<file path="config.mk">
export PLATFORM = sky130hd
export DESIGN_NAME = draw_game_objects_flat
export DESIGN_NICKNAME = d
export VERILOG_FILES = /design/src/rtl/draw_game_objects_if.sv /design/src/rtl/draw_game_objects.sv /design/src/flat_wrapper.sv
export SDC_FILE = /design/constraint.sdc
export NUM_CORES = 1
export LEC_CHECK = 0
export BUFFER_PORTS_ARGS = -buffer_cell sky130_fd_sc_hd__buf_2
export CAP_MARGIN = 20
export CORE_MARGIN = 8
export CORE_UTILIZATION = 45
export CTS_CLUSTER_DIAMETER = 60
export DETAILED_ROUTE_END_ITERATION = 8
export PLACE_DENSITY = 0.71
export SYNTH_ARGS = -nofsm -noshare
export SYNTH_HDL_FRONTEND = slang
export SYNTH_SLANG_ARGS = --single-unit
</file>
<file path="constraint.sdc">
create_clock -name clk -period 8.83 [get_ports clk]
set_clock_uncertainty 0.05 [all_clocks]
set_input_delay 0.4415 -clock clk [delete_from_list [all_inputs] [get_ports clk]]
set_output_delay 0.4415 -clock clk [all_outputs]
set_load 0.03 [all_outputs]
</file>
<file path="src/rtl/draw_game_objects_if.sv">
// VGA timing/colour bundle shared by the pong pipeline stages.
interface vga_intf;
    logic [10:0] vcount;
    logic [10:0] hcount;
    logic        vsync;
    logic        vblnk;
    logic        hsync;
    logic        hblnk;
    logic [11:0] rgb;

    modport in  (input  vcount, hcount, vsync, vblnk, hsync, hblnk, rgb);
    modport out (output vcount, hcount, vsync, vblnk, hsync, hblnk, rgb);
endinterface

</file>
<file path="src/rtl/draw_game_objects.sv">
// Ball-and-pads overlay: round ball plus two flashing pads, positions latched at vblank entry.
// Optional macro BALL_COLOR_CYCLE_EN: ball colour advances by COLOR_STEP every frame.
module draw_game_objects #(
    parameter int          BALL_SIZE    = 16,
    parameter int          PAD_HEIGHT   = 145,
    parameter int          PAD_WIDTH    = 15,
    parameter int          X_PAD_LEFT   = 30,
    parameter int          X_PAD_RIGHT  = 979,
    parameter logic [11:0] PAD_RGB      = 12'hFFF,
    parameter logic [11:0] FLASH_RGB    = 12'hF00,
    parameter int          FLASH_FRAMES = 8,
    parameter logic [11:0] BALL_RGB     = 12'hFFF,
    parameter int          COLOR_STEP   = 4
) (
    input  logic        clk,
    input  logic        rst,
    input  logic [10:0] x_ball,
    input  logic [9:0]  y_ball,
    input  logic [9:0]  y_pad_left,
    input  logic [9:0]  y_pad_right,
    input  logic        hit_left,
    input  logic        hit_right,
    vga_intf.in         game_field_in,
    vga_intf.out        game_field_out
);

    localparam logic [11:0]        BALL_SIZE_W  = 12'(BALL_SIZE);
    localparam logic signed [7:0]  BALL_SIZE_S  = 8'(BALL_SIZE);
    localparam logic [15:0]        BALL_R2      = 16'(BALL_SIZE * BALL_SIZE);
    localparam logic [11:0]        PAD_HEIGHT_W = 12'(PAD_HEIGHT);
    localparam logic [11:0]        PAD_L_X0     = 12'(X_PAD_LEFT);
    localparam logic [11:0]        PAD_L_X1     = 12'(X_PAD_LEFT + PAD_WIDTH);
    localparam logic [11:0]        PAD_R_X0     = 12'(X_PAD_RIGHT);
    localparam logic [11:0]        PAD_R_X1     = 12'(X_PAD_RIGHT + PAD_WIDTH);
    localparam logic [7:0]         FLASH_LOAD   = 8'(FLASH_FRAMES);

    // A hit reloads the counter even when it coincides with a frame tick.
    function automatic logic [7:0] next_flash(input logic [7:0] cnt, input logic hit,
                                              input logic tick);
        logic [7:0] nxt;
        if (hit) begin
            nxt = FLASH_LOAD;
        end else if (tick && (cnt != 8'd0)) begin
            nxt = cnt - 8'd1;
        end else begin
            nxt = cnt;
        end
        return nxt;
    endfunction

    logic        vblnk_prev_r;
    logic        frame_tick_s;
    logic [10:0] x_ball_r;
    logic [9:0]  y_ball_r;
    logic [9:0]  y_pad_left_r;
    logic [9:0]  y_pad_right_r;
    logic [7:0]  flash_left_r;
    logic [7:0]  flash_right_r;
    logic [11:0] ball_rgb_s;

    assign frame_tick_s = game_field_in.vblnk & ~vblnk_prev_r;

    // vblank edge detector, shadow positions and flash counters
    always_ff @(posedge clk) begin
        if (rst) begin
            vblnk_prev_r  <= 1'b1;
            x_ball_r      <= 11'd0;
            y_ball_r      <= 10'd0;
            y_pad_left_r  <= 10'd0;
            y_pad_right_r <= 10'd0;
            flash_left_r  <= 8'd0;
            flash_right_r <= 8'd0;
        end else begin
            vblnk_prev_r  <= game_field_in.vblnk;
            flash_left_r  <= next_flash(flash_left_r, hit_left, frame_tick_s);
            flash_right_r <= next_flash(flash_right_r, hit_right, frame_tick_s);
            if (frame_tick_s) begin
                x_ball_r      <= x_ball;
                y_ball_r      <= y_ball;
                y_pad_left_r  <= y_pad_left;
                y_pad_right_r <= y_pad_right;
            end
        end
    end

`ifdef BALL_COLOR_CYCLE_EN
    logic [11:0] ball_rgb_r;

    // per-frame ball colour cycle, wraps modulo 2^12
    always_ff @(posedge clk) begin
        if (rst) begin
            ball_rgb_r <= BALL_RGB;
        end else if (frame_tick_s) begin
            ball_rgb_r <= ball_rgb_r + 12'(COLOR_STEP);
        end
    end

    assign ball_rgb_s = ball_rgb_r;
`else
    assign ball_rgb_s = BALL_RGB;
`endif

    logic [11:0]       hc_s;
    logic [11:0]       vc_s;
    logic [11:0]       xb_s;
    logic [11:0]       yb_s;
    logic [11:0]       ypl_s;
    logic [11:0]       ypr_s;
    logic [5:0]        dx_s;
    logic [5:0]        dy_s;
    logic              box_s;
    logic              pad_left_s;
    logic              pad_right_s;
    logic signed [7:0] u_s;
    logic signed [7:0] v_s;

    // Zero-extended to 12 bits so box limits past the screen edge never wrap.
    assign hc_s  = {1'b0, game_field_in.hcount};
    assign vc_s  = {1'b0, game_field_in.vcount};
    assign xb_s  = {1'b0, x_ball_r};
    assign yb_s  = {2'b00, y_ball_r};
    assign ypl_s = {2'b00, y_pad_left_r};
    assign ypr_s = {2'b00, y_pad_right_r};

    assign box_s = (hc_s >= xb_s) && (hc_s < xb_s + BALL_SIZE_W) &&
                   (vc_s >= yb_s) && (vc_s < yb_s + BALL_SIZE_W);
    assign dx_s  = 6'(hc_s - xb_s);
    assign dy_s  = 6'(vc_s - yb_s);
    assign u_s   = $signed({1'b0, dx_s, 1'b1}) - BALL_SIZE_S;
    assign v_s   = $signed({1'b0, dy_s, 1'b1}) - BALL_SIZE_S;

    assign pad_left_s  = (hc_s >= PAD_L_X0) && (hc_s < PAD_L_X1) &&
                         (vc_s >= ypl_s) && (vc_s < ypl_s + PAD_HEIGHT_W);
    assign pad_right_s = (hc_s >= PAD_R_X0) && (hc_s < PAD_R_X1) &&
                         (vc_s >= ypr_s) && (vc_s < ypr_s + PAD_HEIGHT_W);

    logic [10:0]       hcount_1_r;
    logic [10:0]       vcount_1_r;
    logic              hsync_1_r;
    logic              vsync_1_r;
    logic              hblnk_1_r;
    logic              vblnk_1_r;
    logic [11:0]       rgb_1_r;
    logic              box_1_r;
    logic signed [7:0] u_1_r;
    logic signed [7:0] v_1_r;
    logic              pad_left_1_r;
    logic              pad_right_1_r;
    logic              flash_left_1_r;
    logic              flash_right_1_r;

    // stage 1: geometry compares and timing passthrough
    always_ff @(posedge clk) begin
        if (rst) begin
            hcount_1_r      <= 11'd0;
            vcount_1_r      <= 11'd0;
            hsync_1_r       <= 1'b0;
            vsync_1_r       <= 1'b0;
            hblnk_1_r       <= 1'b0;
            vblnk_1_r       <= 1'b0;
            rgb_1_r         <= 12'h000;
            box_1_r         <= 1'b0;
            u_1_r           <= 8'sd0;
            v_1_r           <= 8'sd0;
            pad_left_1_r    <= 1'b0;
            pad_right_1_r   <= 1'b0;
            flash_left_1_r  <= 1'b0;
            flash_right_1_r <= 1'b0;
        end else begin
            hcount_1_r      <= game_field_in.hcount;
            vcount_1_r      <= game_field_in.vcount;
            hsync_1_r       <= game_field_in.hsync;
            vsync_1_r       <= game_field_in.vsync;
            hblnk_1_r       <= game_field_in.hblnk;
            vblnk_1_r       <= game_field_in.vblnk;
            rgb_1_r         <= game_field_in.rgb;
            box_1_r         <= box_s;
            u_1_r           <= u_s;
            v_1_r           <= v_s;
            pad_left_1_r    <= pad_left_s;
            pad_right_1_r   <= pad_right_s;
            flash_left_1_r  <= (flash_left_r != 8'd0);
            flash_right_1_r <= (flash_right_r != 8'd0);
        end
    end

    logic [15:0] u_ext_s;
    logic [15:0] v_ext_s;
    logic [15:0] uu_s;
    logic [15:0] vv_s;
    logic [15:0] dist_s;
    logic        ball_on_s;
    logic [11:0] rgb_next_s;

    // Squares are non-negative and small, so the low 16 product bits are exact.
    assign u_ext_s   = {{8{u_1_r[7]}}, u_1_r};
    assign v_ext_s   = {{8{v_1_r[7]}}, v_1_r};
    assign uu_s      = u_ext_s * u_ext_s;
    assign vv_s      = v_ext_s * v_ext_s;
    assign dist_s    = uu_s + vv_s;
    assign ball_on_s = box_1_r && (dist_s <= BALL_R2);

    // colour priority: blanking, ball, pads, background
    always_comb begin
        rgb_next_s = 12'h000;
        if (hblnk_1_r || vblnk_1_r) begin
            rgb_next_s = 12'h000;
        end else if (ball_on_s) begin
            rgb_next_s = ball_rgb_s;
        end else if (pad_left_1_r) begin
            rgb_next_s = flash_left_1_r ? FLASH_RGB : PAD_RGB;
        end else if (pad_right_1_r) begin
            rgb_next_s = flash_right_1_r ? FLASH_RGB : PAD_RGB;
        end else begin
            rgb_next_s = rgb_1_r;
        end
    end

    // stage 2: registered output bundle
    always_ff @(posedge clk) begin
        if (rst) begin
            game_field_out.hcount <= 11'd0;
            game_field_out.vcount <= 11'd0;
            game_field_out.hsync  <= 1'b0;
            game_field_out.vsync  <= 1'b0;
            game_field_out.hblnk  <= 1'b0;
            game_field_out.vblnk  <= 1'b0;
            game_field_out.rgb    <= 12'h000;
        end else begin
            game_field_out.hcount <= hcount_1_r;
            game_field_out.vcount <= vcount_1_r;
            game_field_out.hsync  <= hsync_1_r;
            game_field_out.vsync  <= vsync_1_r;
            game_field_out.hblnk  <= hblnk_1_r;
            game_field_out.vblnk  <= vblnk_1_r;
            game_field_out.rgb    <= rgb_next_s;
        end
    end

endmodule
</file>
<file path="src/flat_wrapper.sv">
// flat-port wrapper written by rule: the top's interface ports become plain ports
module draw_game_objects_flat 
#(
    parameter int          BALL_SIZE    = 16,
    parameter int          PAD_HEIGHT   = 145,
    parameter int          PAD_WIDTH    = 15,
    parameter int          X_PAD_LEFT   = 30,
    parameter int          X_PAD_RIGHT  = 979,
    parameter logic [11:0] PAD_RGB      = 12'hFFF,
    parameter logic [11:0] FLASH_RGB    = 12'hF00,
    parameter int          FLASH_FRAMES = 8,
    parameter logic [11:0] BALL_RGB     = 12'hFFF,
    parameter int          COLOR_STEP   = 4
)
  (clk, rst, x_ball, y_ball, y_pad_left, y_pad_right, hit_left, hit_right, game_field_in_vcount, game_field_in_hcount, game_field_in_vsync, game_field_in_vblnk, game_field_in_hsync, game_field_in_hblnk, game_field_in_rgb, game_field_out_vcount, game_field_out_hcount, game_field_out_vsync, game_field_out_vblnk, game_field_out_hsync, game_field_out_hblnk, game_field_out_rgb);
  vga_intf game_field_in_i ();
  vga_intf game_field_out_i ();
  input  logic clk;
  input  logic rst;
  input  logic [10:0] x_ball;
  input  logic [9:0] y_ball;
  input  logic [9:0] y_pad_left;
  input  logic [9:0] y_pad_right;
  input  logic hit_left;
  input  logic hit_right;
  input wire logic [$bits(game_field_in_i.vcount)-1:0] game_field_in_vcount;
  input wire logic [$bits(game_field_in_i.hcount)-1:0] game_field_in_hcount;
  input wire logic [$bits(game_field_in_i.vsync)-1:0] game_field_in_vsync;
  input wire logic [$bits(game_field_in_i.vblnk)-1:0] game_field_in_vblnk;
  input wire logic [$bits(game_field_in_i.hsync)-1:0] game_field_in_hsync;
  input wire logic [$bits(game_field_in_i.hblnk)-1:0] game_field_in_hblnk;
  input wire logic [$bits(game_field_in_i.rgb)-1:0] game_field_in_rgb;
  output wire logic [$bits(game_field_out_i.vcount)-1:0] game_field_out_vcount;
  output wire logic [$bits(game_field_out_i.hcount)-1:0] game_field_out_hcount;
  output wire logic [$bits(game_field_out_i.vsync)-1:0] game_field_out_vsync;
  output wire logic [$bits(game_field_out_i.vblnk)-1:0] game_field_out_vblnk;
  output wire logic [$bits(game_field_out_i.hsync)-1:0] game_field_out_hsync;
  output wire logic [$bits(game_field_out_i.hblnk)-1:0] game_field_out_hblnk;
  output wire logic [$bits(game_field_out_i.rgb)-1:0] game_field_out_rgb;
  assign game_field_in_i.vcount = game_field_in_vcount;
  assign game_field_in_i.hcount = game_field_in_hcount;
  assign game_field_in_i.vsync = game_field_in_vsync;
  assign game_field_in_i.vblnk = game_field_in_vblnk;
  assign game_field_in_i.hsync = game_field_in_hsync;
  assign game_field_in_i.hblnk = game_field_in_hblnk;
  assign game_field_in_i.rgb = game_field_in_rgb;
  assign game_field_out_vcount = game_field_out_i.vcount;
  assign game_field_out_hcount = game_field_out_i.hcount;
  assign game_field_out_vsync = game_field_out_i.vsync;
  assign game_field_out_vblnk = game_field_out_i.vblnk;
  assign game_field_out_hsync = game_field_out_i.hsync;
  assign game_field_out_hblnk = game_field_out_i.hblnk;
  assign game_field_out_rgb = game_field_out_i.rgb;
  draw_game_objects #(.BALL_SIZE(BALL_SIZE), .PAD_HEIGHT(PAD_HEIGHT), .PAD_WIDTH(PAD_WIDTH), .X_PAD_LEFT(X_PAD_LEFT), .X_PAD_RIGHT(X_PAD_RIGHT), .PAD_RGB(PAD_RGB), .FLASH_RGB(FLASH_RGB), .FLASH_FRAMES(FLASH_FRAMES), .BALL_RGB(BALL_RGB), .COLOR_STEP(COLOR_STEP)) u_core (.clk(clk), .rst(rst), .x_ball(x_ball), .y_ball(y_ball), .y_pad_left(y_pad_left), .y_pad_right(y_pad_right), .hit_left(hit_left), .hit_right(hit_right), .game_field_in(game_field_in_i), .game_field_out(game_field_out_i));
endmodule
</file>
Word-level counts from Yosys, hierarchy flattened
Index checks and enable logic that the tools add are counted.
{ "word_totals": {"romBits": 0, "out_inout_bits": 38, "memories": 0, "word_cells": 87, "ram_bits": 0, "regBits": 155, "latch_bits": 0, "inputBits": 83} }
{ "op_classes": {"reduce_logical": 20, "mul": 2, "div": 0, "bitwise": 2, "n_shift": 0, "n_mux": 9, "n_eq_ne": 0, "n_lt_le_gt_ge": 13, "addsub": 11} }
{ "op_table": {"columns": ["operator", "n"], "rows": [
  ["2-to-1 mux 12 bit", 3],
  ["greater-or-equal comparator 11 x 10 -> 1 bit", 3],
  ["less-than comparator 11 bit", 3],
  ["multiplier 8 x 8 -> 16 bit", 2],
  ["adder 10 x 8 -> 11 bit (second input constant)", 2],
  ["adder 16 bit", 1],
  ["less-or-equal comparator 16 x 9 -> 1 bit (second input constant)", 1],
  ["2-to-1 mux 4 bit", 4],
  ["2-to-1 mux 8 bit", 2],
  ["nonzero test 8 bit", 2],
  ["subtractor 7 x 5 -> 8 bit (second input constant)", 2],
  ["subtractor 8 x 1 -> 8 bit (second input constant)", 2],
  ["adder 11 x 5 -> 12 bit (second input constant)", 1],
  ["logical AND 1 bit", 12],
  ["less-than comparator 11 x 12 -> 1 bit", 1],
  ["subtractor 6 bit", 2],
  ["adder 10 x 5 -> 11 bit (second input constant)", 1],
  ["greater-or-equal comparator 11 x 10 -> 1 bit (second input constant)", 1],
  ["greater-or-equal comparator 11 bit", 1],
  ["greater-or-equal comparator 11 x 5 -> 1 bit (second input constant)", 1],
  ["less-than comparator 11 x 10 -> 1 bit (second input constant)", 1],
  ["less-than comparator 11 x 6 -> 1 bit (second input constant)", 1],
  ["OR reduction 2 bit", 3],
  ["nonzero test 2 bit", 2],
  ["other kinds (3)", 3]
]} }

Depth between registers and ports, before layout
{ "depth": {"depth_word": 5, "mapped_depth": 24, "ltp_nobuf": 23} }

Least setup slack after synthesis
Ideal clock, no wire load.
{ "synth_path": {"path_kind": "flip-flop to flip-flop", "startpoint": "reg u_core.v_1_r[7]", "endpoint": "reg u_core.game_field_out.rgb[10]", "setup_slack_ns": 2.324, "period_less_slack_ns": 6.506, "t_required_ns": 8.706, "path_buffers": 2, "path_stages_with_launch": 23, "t_arrival_ns": 6.382, "cell_sequence": "dfxtp_1 -> clkbuf_1 -> nand2_1 -> fa_1 -> inv_1 -> fa_1 -> inv_1 -> fa_1 -> inv_1 -> fa_1 -> fa_1 -> inv_1 -> fa_1 -> inv_1 -> ha_1 -> nand2b_1 -> a21oi_1 -> or4_1 -> or4_1 -> nor4_1 -> nand4_1 -> buf_2 -> o21ai_0"} }
{ "synth_between": {"elab_chain_cells": 5} }
{ "synth_lines": {"columns": ["item", "line", "source"], "rows": [
  ["start: declaration", "draw_game_objects.sv:146", "logic signed [7:0] v_1_r;"],
  ["start signal: assignment", "draw_game_objects.sv:179", "v_1_r <= v_s;"],
  ["multiplier 8 x 8 -> 16 bit", "draw_game_objects.sv:199", "assign vv_s = v_ext_s * v_ext_s;"],
  ["adder 16 bit", "draw_game_objects.sv:200", "assign dist_s = uu_s + vv_s;"],
  ["less-or-equal comparator 16 x 9 -> 1 bit", "draw_game_objects.sv:201", "assign ball_on_s = box_1_r && (dist_s <= BALL_R2);"],
  ["logical AND 1 bit", "draw_game_objects.sv:201", null],
  ["2-to-1 mux 12 bit", "draw_game_objects.sv:208", "end else if (ball_on_s) begin"],
  ["end signal: assignment", "draw_game_objects.sv:236", "game_field_out.rgb <= rgb_next_s;"],
  ["end: declaration", "draw_game_objects_if.sv:12", "modport out (output vcount, hcount, vsync, vblnk, hsync, hblnk, rgb);"]
]} }
No other way between the ends.
A chain may end at the register's enable or synchronous reset.

Final worst setup path
{ "layout_path": {"startpoint": "reg u_core.v_1_r[7]", "endpoint": "reg u_core.game_field_out.rgb[9]"} }
Same word-level chain as after synthesis.

==> metrics <==
Port Buffers between 100 and 150; fillcell total roughly 2,400; Crit path largest cell delay between 500 and 600 ps; Initial Utilization 0.455; fin crit share 0.805; DRT met1 WL 11,300 um; Resized Gates After CTS 0; Row Count 59; Compound-Gate Fraction of Synth Area 0.0779; core footprint 25,900 um2; DR WL met2 between 10,000 and 15,000 um; sequential share of the synthesized area 0.261; clk root buf clkbuf_16; Peak supply drop 0.304 mV; uppermost layer routed met5; antenna violations before repair 4; DR iter-0 viols 456; Final ANT Viol Nets 0; final wirelength 26,900 um; Net Count, Synth 1,653; crit-path most repeated cell inv_1; mux contribution to synthesized area 0.00732; Synth async-reset ratio 0; Leak 6.02 nW; Syn Std Cell Area between 10,000 and 15,000 um2; hold path startpoint game_field_in_rgb[4]; number of flops mapped to enable cells by yosys 0; Ports roughly 120; worst min path class in -> reg; CP required 9140 ps; Detailed Place HPWL around 22,000 um; final setup vio count 0; router iterations before antenna repair 4; Seq cells post-synth 154; maximum number of pins on one net before global-route repair 100; GRT Total Usage 0.175; GRT overflow 0; Syn-to-layout area delta 12.9%; Adder-Cell Fraction of Synth Area 0.341; setup TNS 0 ps; Ys Warns 0; clock slew at reported path FFs 70 ps; DRC Markers 0; CTS buffer count 17; max cap viols 0; WS Path Type reg -> reg; first-pass GRT wire length 44,600 um; share of layout cells above drive strength 1 0.116; startpoint types register; PwrDens 204 nW/um2; Critical Path Start u_core.v_1_r[7]$_SDFF_PP0_; crit end category register; clk_lat worst skew 430 ps; Die Width between 150 and 200 um; Reg-to-Reg Start u_core.v_1_r[7]$_SDFF_PP0_; Hold Violations, Final 0; Post-synth top cells inv_1, dfxtp_1, nand2_1; Slew Limit Fails 0; Die Area between 30,000 and 40,000 um2; worst path cell trace inv_1, nor2_1, inv_1, fa_1, inv_1, fa_1, inv_1, fa_1, inv_1, fa_1, fa_1, inv_1, fa_1, inv_1, ha_1, nand2b_1, a21oi_1, or4_1, or4_1, nor4_1, nand4_1, o21ai_0; unrepaired setup endpoints after global routing no; count leader, synth inv_1; Final GP Congestion around 0.84; Worst Tran Pin Value 955 ps; slew margin rel. 0.362; status finished, final reports clean; main combinational cell family by area after synthesis adder cells; hold buffers post-CTS 0; Synth Flop Type dfxtp_1; Mapped Avg Cell Area 8.94 um2; simple-gate area share of the yosys netlist 0.177; routed vias/inst roughly 4.9; Final nets 1,756; kind of cell adding the most delay to the critical path adder cells; routed length on met3 ~1100 um; Die Y 178 um; cell taking the most area after synthesis dfxtp_1; critical-path maximum fanout 12; via count 8,734; hold_ws 160 ps; Synth top area share 0.261; xor/xnor share of the synthesized area 0.0514; Max Root-Sink Buffers 2; CTS Sinks ~150; Synth area leaders dfxtp_1, fa_1, ha_1, inv_1, nand2_1; Fmax 0.141 GHz; post-synthesis cell count 1,319; vias in the first global route approximately 9,000; synth unique cells 55; FF/Latch Area 3080 um2; fin crit period 7110 ps; area of the multi-input gates 7720 um2; H-tree Lvls 4; CTS tree built; CP max-delay cell fa_1; Worst EP arrival between 7000 and 8000 ps; wire per inst 15.2 um; Post-CTS Setup Bufs 0; Buf/Inv on CP 7; fin util 0.514
==> placed cells by master (no fill, tap or decap), types with 4 or more instances in the layout <==
master	instances
nand2_1	142
clkinv_8	5
nor3b_1	6
nor2_1	78
and2_1	21
ha_1	134
nand2b_1	17
inv_1	228
a21oi_1	63
a211oi_1	7
and3_1	7
xor2_1	15
nor4_1	8
buf_2	119
or2_2	4
mux2_2	5
nand4_1	7
inv_8	6
nor3_1	22
nor2b_1	73
a21o_1	5
xnor2_1	49
o21a_1	11
o21ai_0	29
fa_1	117
clkbuf_16	17
dfxtp_1	154
nand3_1	26
==> flip-flops by register name, summed over array words and instances (netlist names), 7 cells and up <==
signal	cells
u_core.game_field_out.rgb	12
u_core.rgb_1_r	12
u_core.game_field_out.hcount	11
u_core.game_field_out.vcount	11
u_core.hcount_1_r	11
u_core.vcount_1_r	11
u_core.x_ball_r	11
u_core.y_ball_r	10
u_core.y_pad_left_r	10
u_core.y_pad_right_r	10
u_core.flash_left_r	8
u_core.flash_right_r	8
u_core.v_1_r	8
u_core.u_1_r	7
==> through the flow <==
| step | setup slack, ps | power (mW) | area (um2) | instances |
|---|---|---|---|---|
| final | 1720 | 2.71 | 13300 | 1772 |
| after global routing | 1210 | 2.94 | 13300 | 1771 |
| after CTS | 1690 | 2.74 | 13300 | 1770 |
| after detailed placement | 1700 | 1.99 | 12700 | 1738 |
| after global placement | 1860 | 1.96 | 12700 | 1738 |
| after floorplan | 2320 | 1.70 | 11800 | 1319 |
==> where the power goes <==
group          internal (mW)  leakage (nW)  total, mW  switching [mW]
logic                  0.508          4.46       1.21           0.705
clock network          0.387         0.296      0.739           0.352
registers              0.727          1.26      0.760          0.0328
total                   1.62          6.02       2.71            1.09
==> worst paths after layout <==
check / slack [ps] / cells after the start / endpoint
worst max register to register: 1720 / 22 / u_core.game_field_out.rgb[9]$_SDFF_PP0_
worst max-delay path: 1720 / 22 / u_core.game_field_out.rgb[9]$_SDFF_PP0_
worst min-delay path: 160 / 2 / u_core.rgb_1_r[4]$_SDFF_PP0_
worst min register to register: 390 / 1 / u_core.game_field_out.hcount[1]$_SDFF_PP0_
==> worst register-to-register path, cell delays in order, from the launching register on <==
cell and delay [ps]:
dfxtp_1 510, inv_1 180, nor2_1 340, inv_1 140, fa_1 550, inv_1 50, fa_1 500, inv_1 60
fa_1 530, inv_1 60, fa_1 510, fa_1 550, inv_1 50, fa_1 520, inv_1 40, ha_1 330
nand2b_1 100, a21oi_1 60, or4_1 510, or4_1 520, nor4_1 270, nand4_1 400, o21ai_0 210
==> routing by layer <==
layer	global-route usage	up-vias
met4	0.0646	6
met5	0	-
met1	0.207	4128
li1	-	4395
met2	0.311	154
met3	0.0328	51
==> final cells by class <==
class                           count  area share
Antenna cell                        2    0.000376
Clock buffer                       17      0.0320
Clock inverter                     15      0.0143
Timing Repair Buffer              121      0.0459
Sequential cell                   154       0.232
Tap cell                          335      0.0315
Multi-Input combinational cell    900       0.580
Inverter                          228      0.0643
==> cells by family (layout without fill, tap and decap cells) <==
logic type / Yosys count / after routing
simple gates: 426 / 426
buf+inv: 265 / 381
fa+ha+maj: 251 / 251
flops: 154 / 154
compound gates: 149 / 149
xor+xnor: 66 / 66
mux: 8 / 8
other cells: 0 / 2
(Power assumes the default switching activity.)
